===== src/rtl/pc_seq_pkg.sv =====
// Shared definitions for the multicycle PC sequencer: state encoding, default vectors, PC step.
package pc_seq_pkg;

  typedef enum logic [1:0] {
    ST_BOOT   = 2'd0,
    ST_FETCH  = 2'd1,
    ST_EXEC   = 2'd2,
    ST_UPDATE = 2'd3
  } state_t;

  localparam logic [31:0] DEF_RESET_PC = 32'h0001_0000;
  localparam logic [31:0] DEF_TRAP_PC  = 32'h0000_0080;
  localparam logic [31:0] PC_STEP      = 32'd4;

endpackage


===== src/rtl/pc_seq_ctrl_if.sv =====
// Bundle of fetch handshake, datapath status and PC register signals around pc_seq_ctrl.
interface pc_seq_ctrl_if;

  logic [31:0] pc_q;
  logic        iad_req;
  logic        iad_ack;
  logic        instr_valid;
  logic        done;
  logic        load_wait;
  logic        redirect_valid;
  logic [31:0] redirect_target;
  logic [31:0] pc_d;
  logic        pc_en;
  logic [31:0] instr_count;
  logic        fetch_err;
  logic        trap;

  // master is the sequencer; slave is the surrounding datapath, imem and PC register
  modport master (
    input  pc_q, iad_ack, done, load_wait, redirect_valid, redirect_target,
    output iad_req, instr_valid, pc_d, pc_en, instr_count, fetch_err, trap
  );

  modport slave (
    output pc_q, iad_ack, done, load_wait, redirect_valid, redirect_target,
    input  iad_req, instr_valid, pc_d, pc_en, instr_count, fetch_err, trap
  );

endinterface


===== src/rtl/pc_seq_ctrl_watchdog.sv =====
// fetch_watchdog: counts unacknowledged fetch cycles and raises a sticky error at FETCH_TIMEOUT.
module fetch_watchdog #(
  parameter int unsigned FETCH_TIMEOUT = 255
) (
  input  logic clk,
  input  logic rst,
  input  logic clear,
  input  logic enable,
  output logic fetch_err
);

  localparam int unsigned CW = $clog2(FETCH_TIMEOUT + 1);

  logic [CW-1:0] cnt;
  logic [CW:0]   cnt_inc;
  logic          hit;

  assign cnt_inc = {1'b0, cnt} + (CW+1)'(1);
  assign hit     = cnt_inc >= (CW+1)'(FETCH_TIMEOUT);

  // Counter saturates just below the limit so it can never wrap back under it.
  always_ff @(posedge clk) begin
    if (rst) begin
      cnt       <= '0;
      fetch_err <= 1'b0;
    end else begin
      if (clear) begin
        cnt <= '0;
      end else if (enable && !hit) begin
        cnt <= cnt_inc[CW-1:0];
      end
      if (enable && hit) begin
        fetch_err <= 1'b1;
      end
    end
  end

endmodule


===== src/rtl/pc_seq_ctrl.sv =====
// Multicycle PC sequencer: BOOT -> FETCH -> EXEC -> UPDATE; drives PC enable/next value.
// Optional macro PC_ALIGN_TRAP_EN: misaligned redirect targets vector to TRAP_PC with a trap pulse.
module pc_seq_ctrl
  import pc_seq_pkg::*;
#(
  parameter logic [31:0] RESET_PC      = DEF_RESET_PC,
  parameter logic [31:0] TRAP_PC       = DEF_TRAP_PC,
  parameter int unsigned FETCH_TIMEOUT = 255
) (
  input  logic               clk,
  input  logic               rst,
  pc_seq_ctrl_if.master      bus
);

  state_t      state;
  state_t      state_nxt;
  logic        done_seen;
  logic        pend_valid;
  logic [31:0] pend_target;
  logic [31:0] tgt;
  logic        instr_valid;
  logic [31:0] instr_count;
  logic        wd_clear;
  logic        wd_en;

  assign tgt             = pend_valid ? pend_target : bus.pc_q + PC_STEP;
  assign bus.instr_valid = instr_valid;
  assign bus.instr_count = instr_count;

  always_ff @(posedge clk) begin
    if (rst) begin
      state <= ST_BOOT;
    end else begin
      state <= state_nxt;
    end
  end

  always_ff @(posedge clk) begin
    if (rst) begin
      done_seen   <= 1'b0;
      pend_valid  <= 1'b0;
      instr_valid <= 1'b0;
      instr_count <= 32'd0;
    end else begin
      instr_valid <= (state == ST_FETCH) && bus.iad_ack;
      case (state)
        ST_EXEC: begin
          if (bus.redirect_valid) pend_valid <= 1'b1;
          if (bus.done)           done_seen  <= 1'b1;
        end
        ST_UPDATE: begin
          pend_valid  <= 1'b0;
          done_seen   <= 1'b0;
          instr_count <= instr_count + 32'd1;
        end
        default: ;
      endcase
    end
  end

  // Redirect target is pure data; only pend_valid qualifies it.
  always_ff @(posedge clk) begin
    if (state == ST_EXEC && bus.redirect_valid) begin
      pend_target <= bus.redirect_target;
    end
  end

  always_comb begin
    state_nxt   = state;
    bus.iad_req = 1'b0;
    bus.pc_en   = 1'b0;
    bus.pc_d    = bus.pc_q;
    bus.trap    = 1'b0;
    case (state)
      ST_BOOT: begin
        bus.pc_d  = RESET_PC;
        bus.pc_en = 1'b1;
        state_nxt = ST_FETCH;
      end
      ST_FETCH: begin
        bus.iad_req = 1'b1;
        if (bus.iad_ack) state_nxt = ST_EXEC;
      end
      ST_EXEC: begin
        if ((done_seen || bus.done) && !bus.load_wait) state_nxt = ST_UPDATE;
      end
      ST_UPDATE: begin
        bus.pc_en = 1'b1;
        state_nxt = ST_FETCH;
`ifdef PC_ALIGN_TRAP_EN
        // Only redirect targets can be misaligned; the sequential step is trusted.
        if (pend_valid && pend_target[1:0] != 2'b00) begin
          bus.pc_d = TRAP_PC;
          bus.trap = 1'b1;
        end else begin
          bus.pc_d = tgt;
        end
`else
        bus.pc_d = {tgt[31:2], 2'b00};
`endif
      end
      default: state_nxt = ST_BOOT;
    endcase
  end

`ifndef PC_ALIGN_TRAP_EN
  logic unused_bits;
  assign unused_bits = ^{TRAP_PC, tgt[1:0]};
`endif

  assign wd_en    = (state == ST_FETCH) && !bus.iad_ack;
  assign wd_clear = (state == ST_FETCH) &&  bus.iad_ack;

  fetch_watchdog #(
    .FETCH_TIMEOUT (FETCH_TIMEOUT)
  ) u_watchdog (
    .clk       (clk),
    .rst       (rst),
    .clear     (wd_clear),
    .enable    (wd_en),
    .fetch_err (bus.fetch_err)
  );

endmodule


===== src/flat_wrapper.sv =====
// flat-port wrapper written by rule: the top's interface ports become plain ports
module pc_seq_ctrl_flat import pc_seq_pkg::*;
#(
  parameter logic [31:0] RESET_PC      = DEF_RESET_PC,
  parameter logic [31:0] TRAP_PC       = DEF_TRAP_PC,
  parameter int unsigned FETCH_TIMEOUT = 255
)
  (clk, rst, bus_pc_q, bus_iad_ack, bus_done, bus_load_wait, bus_redirect_valid, bus_redirect_target, bus_iad_req, bus_instr_valid, bus_pc_d, bus_pc_en, bus_instr_count, bus_fetch_err, bus_trap);
  pc_seq_ctrl_if bus_i ();
  input  logic clk;
  input  logic rst;
  input wire logic [$bits(bus_i.pc_q)-1:0] bus_pc_q;
  input wire logic [$bits(bus_i.iad_ack)-1:0] bus_iad_ack;
  input wire logic [$bits(bus_i.done)-1:0] bus_done;
  input wire logic [$bits(bus_i.load_wait)-1:0] bus_load_wait;
  input wire logic [$bits(bus_i.redirect_valid)-1:0] bus_redirect_valid;
  input wire logic [$bits(bus_i.redirect_target)-1:0] bus_redirect_target;
  output wire logic [$bits(bus_i.iad_req)-1:0] bus_iad_req;
  output wire logic [$bits(bus_i.instr_valid)-1:0] bus_instr_valid;
  output wire logic [$bits(bus_i.pc_d)-1:0] bus_pc_d;
  output wire logic [$bits(bus_i.pc_en)-1:0] bus_pc_en;
  output wire logic [$bits(bus_i.instr_count)-1:0] bus_instr_count;
  output wire logic [$bits(bus_i.fetch_err)-1:0] bus_fetch_err;
  output wire logic [$bits(bus_i.trap)-1:0] bus_trap;
  assign bus_i.pc_q = bus_pc_q;
  assign bus_i.iad_ack = bus_iad_ack;
  assign bus_i.done = bus_done;
  assign bus_i.load_wait = bus_load_wait;
  assign bus_i.redirect_valid = bus_redirect_valid;
  assign bus_i.redirect_target = bus_redirect_target;
  assign bus_iad_req = bus_i.iad_req;
  assign bus_instr_valid = bus_i.instr_valid;
  assign bus_pc_d = bus_i.pc_d;
  assign bus_pc_en = bus_i.pc_en;
  assign bus_instr_count = bus_i.instr_count;
  assign bus_fetch_err = bus_i.fetch_err;
  assign bus_trap = bus_i.trap;
  pc_seq_ctrl #(.RESET_PC(RESET_PC), .TRAP_PC(TRAP_PC), .FETCH_TIMEOUT(FETCH_TIMEOUT)) u_core (.clk(clk), .rst(rst), .bus(bus_i));
endmodule

===== config.mk =====
export PLATFORM = sky130hd
export DESIGN_NAME = pc_seq_ctrl_flat
export DESIGN_NICKNAME = d
export VERILOG_FILES = /design/src/rtl/pc_seq_pkg.sv /design/src/rtl/pc_seq_ctrl_if.sv /design/src/rtl/pc_seq_ctrl_watchdog.sv /design/src/rtl/pc_seq_ctrl.sv /design/src/flat_wrapper.sv
export SDC_FILE = /design/constraint.sdc
export NUM_CORES = 1
export LEC_CHECK = 0
export ABC_AREA = 1
export BUFFER_PORTS_ARGS = -buffer_cell sky130_fd_sc_hd__buf_4
export CORE_ASPECT_RATIO = 0.75
export CORE_MARGIN = 2
export CORE_UTILIZATION = 58
export CTS_CLUSTER_DIAMETER = 60
export DETAILED_ROUTE_END_ITERATION = 7
export PLACE_DENSITY = 0.89
export SLEW_MARGIN = 5
export SYNTH_ARGS = -nofsm -noshare
export SYNTH_HDL_FRONTEND = slang
export SYNTH_HIERARCHICAL = 1
export SYNTH_SLANG_ARGS = --single-unit

===== constraint.sdc =====
create_clock -name clk -period 3.2 [get_ports clk]
set_input_delay 0.16 -clock clk [delete_from_list [all_inputs] [get_ports clk]]
set_output_delay 0.16 -clock clk [all_outputs]
set_load 0.05 [all_outputs]

==> impl_metrics.tcl <==
set metrics [dict create \
    ys_types 40 \
    cp_slowest_stage_delay_ns 0.48 \
    wl_mm 16.1 \
    setup_tns_ns 0 \
    cp_slowest_cell "inv_1" \
    cts_tree "built" \
    cp_data_required_time_ns 3.04 \
    hpwl_mm 11.9 \
    io_pins 139 \
    hold_viol 0 \
    p_leak_uw 0.00297 \
    gp_congestion 0.904 \
    via_per_inst 5.63 \
    switching_share_pct 48.1 \
    die_area_um2 9640 \
    ant_nets 0 \
    slew_violations 0 \
    start_util_pct 60.3 \
    cts_root_buf "clkbuf_16" \
    dieWidth_um 113 \
    die_h_um 85.5 \
    synthCells 772 \
    nNetsFinal 1007 \
    drv_cap 0 \
    cts_resized 0 \
    hp-class "in -> reg" \
    rsz0062_at_grt "no" \
    grt_first_pass_wirelength_mm 25.0 \
    whs_path_depth 1 \
    cts_buffers 9 \
    irDropWorstVdd_v 0.000609 \
    max_freq_mhz 378 \
    p_clk_share_pct 22.2 \
    clk_latency_ns 0.34 \
    relSlewSlack_pct 49.8 \
    std_cell_rows 29 \
    combPwrFrac_pct 51.2 \
    path_cells "inv_1 > ha_1 > nor2_2 > buf_4 > inv_1 > nor2_1 > nand2_1 > o21ai_0 > buf_4" \
    p_seq_share_pct 26.6 \
    mostFrequentLayoutCells "nand2_1, nor2_1, buf_4, inv_1, nand3_1" \
    regArea_um2 1820 \
    final_common_cell "nand2_1" \
    fin_crit_sh_pct 82.7 \
    drive_gt1_share_pct 24.3 \
    total_power_uw 4400 \
    syn_area_per_cell_um2 6.66 \
    grt_usage_pct 32.6 \
    diodes 0 \
    grt.overflow.total 0 \
    cp.arrival_ns 2.49 \
    drt_iter0_markers 570 \
    synth.net_count 851 \
    area_delta_synth_final_pct 31.0 \
    synth-seq-cells 76 \
    intPower_uw 2280 \
    end_kind "primary output" \
    drc 0 \
    cts.clk_slew.worst_paths_ns 0.07 \
    clockBufferDepth 2 \
    fillers 637 \
    vias 5863 \
    setup_viol 0 \
    ys_warn_count 6 \
    cts_sinks 76 \
    grt_start_max_net_pins 47 \
    coreArea_um2 8530 \
    multi_input_area_um2 2920 \
    synth.yosys.seq_area_share_pct 35.4 \
    first_pass_iters 6 \
    fin_skew_ns 0.0101 \
    worstPathMaxFanout 16 \
    synth_area_um2 5140 \
    power.switching_uw 2120 \
    status "complete, no violations" \
    period_minus_slack_ns 2.65 \
    critPathKind "reg -> out" \
    portBuffers 135 \
    routedWlPerCell_um 15.4 \
    rr_worst_depth 5 \
    cts_htree_levels 3 \
    power_density_nw_per_um2 653 \
    start_kind "flop" \
    worst_slew_pin_slew_ns 0.752 \
    grt_pass1_vias 5284 \
    antenna_found_initial 0 \
]
stage by stage:
step	instances	hold WS, ns	worst slack [ns]	area, µm²	utilization [%]
floorplan	772	0.232	0.407	5140	-
global placement	1001	0.339	1.09	6210	72.9
detailed placement	1001	0.339	1.00	6210	72.9
CTS	1038	0.000184	0.617	6710	78.7
global route	1041	0.0000892	0.406	6740	79.0
finish	1041	0.00391	0.553	6740	79.0
cell type report:
cell class                 count  area share (%)
inverter                      75            4.21
clock buffer                   9            3.34
multi-input combinational    602            43.4
clock inverter                 7           0.873
timing repair buffer         164            19.2
tap                          108            2.01
sequential                    76            27.0
worst max-delay path: cells and delay by family (launching register included):
kind | cells | cell delay (ns)
fa+ha+maj | 1 | 0.41
compound gates | 1 | 0.07
buf+inv | 4 | 0.97
flops | 1 | 0.41
simple gates | 3 | 0.28
final timing paths:
| check | start | to | slack, ns |
|---|---|---|---|
| setup / recovery | u_core/state[0] | bus_pc_d[20] | 0.55 |
| hold / removal | bus_redirect_target[8] | u_core/pend_target[8] | 0.004 |
| setup reg to reg | u_core/state[0] | u_core/pend_target[29] | 1.14 |
| hold reg to reg | u_core/u_watchdog/fetch_err | u_core/u_watchdog/fetch_err | 0.48 |
layer usage:
| metal | routed length (µm) | track usage [%] | up-vias |
|---|---|---|---|
| met1 | 6670 | 43.9 | 2680 |
| met2 | 7300 | 52.0 | 360 |
| met5 | 0 | 0 | - |
| met3 | 1790 | 8.69 | 33 |
| li1 | - | - | 2790 |
| met4 | 326 | 9.87 | 0 |
timing repair:
item                                    in CTS  in global routing
hold endpoints to repair                    21                  3
endpoints found under the setup margin       0                  0
hold buffers                                21                  3
buffers inserted                             0                  0
logic make-up (layout without fill, tap and decap cells):
family,Yosys count,after routing,synth area share [%]
other,1,1,0.0729
flip-flops,76,76,35.4
buffers and inverters,94,255,7.74
adder cells (fa/ha/maj),9,9,2.19
AO/OA/AOI/OAI,85,85,8.56
AND/OR/NAND/NOR,491,491,43.3
XOR/XNOR,16,16,2.73
registers in the layout (all words and copies together), names as in the netlist:
register and flops:
u_core/bus.instr_count 32, u_core/pend_target 30, u_core/u_watchdog/fetch_err 1, u_core/done_seen 1, u_core/state 2, u_core/bus.instr_valid 1
u_core/u_watchdog/cnt 8, u_core/pend_valid 1
cell usage after synthesis (all sizes together):
| cell | instances | area (µm²) |
|---|---|---|
| and2 | 2 | 12.5 |
| nand2 | 233 | 920 |
| nor3b | 2 | 20.0 |
| clkbuf | 5 | 18.8 |
| xnor2 | 3 | 26.3 |
| edfxtp | 30 | 901 |
| nand3b | 4 | 30.0 |
| inv | 73 | 277 |
| a211oi | 1 | 7.51 |
| dfxtp | 46 | 921 |
| nor3 | 11 | 91.3 |
| a21oi | 30 | 150 |
| nand3 | 57 | 305 |
| xor2 | 13 | 114 |
| o21ai | 45 | 225 |
| o21bai | 1 | 7.51 |
| buf | 14 | 95.1 |
| clkinv | 2 | 7.51 |
| ha | 9 | 113 |
| o22ai | 8 | 50.1 |
| nor4 | 2 | 18.8 |
| conb | 1 | 3.75 |
| nor2 | 172 | 778 |
| nand4 | 7 | 43.8 |
| or2 | 1 | 6.26 |
power groups by stage:
stage,logic [µW],clock network [µW],registers [µW]
final,2250,979,1170
after global routing,2370,1030,1180
after floorplan,1540,0,1190
after CTS,2230,991,1170
after detailed placement,2210,0,1190
after global placement,2170,0,1180
(Power assumes the default switching activity.)
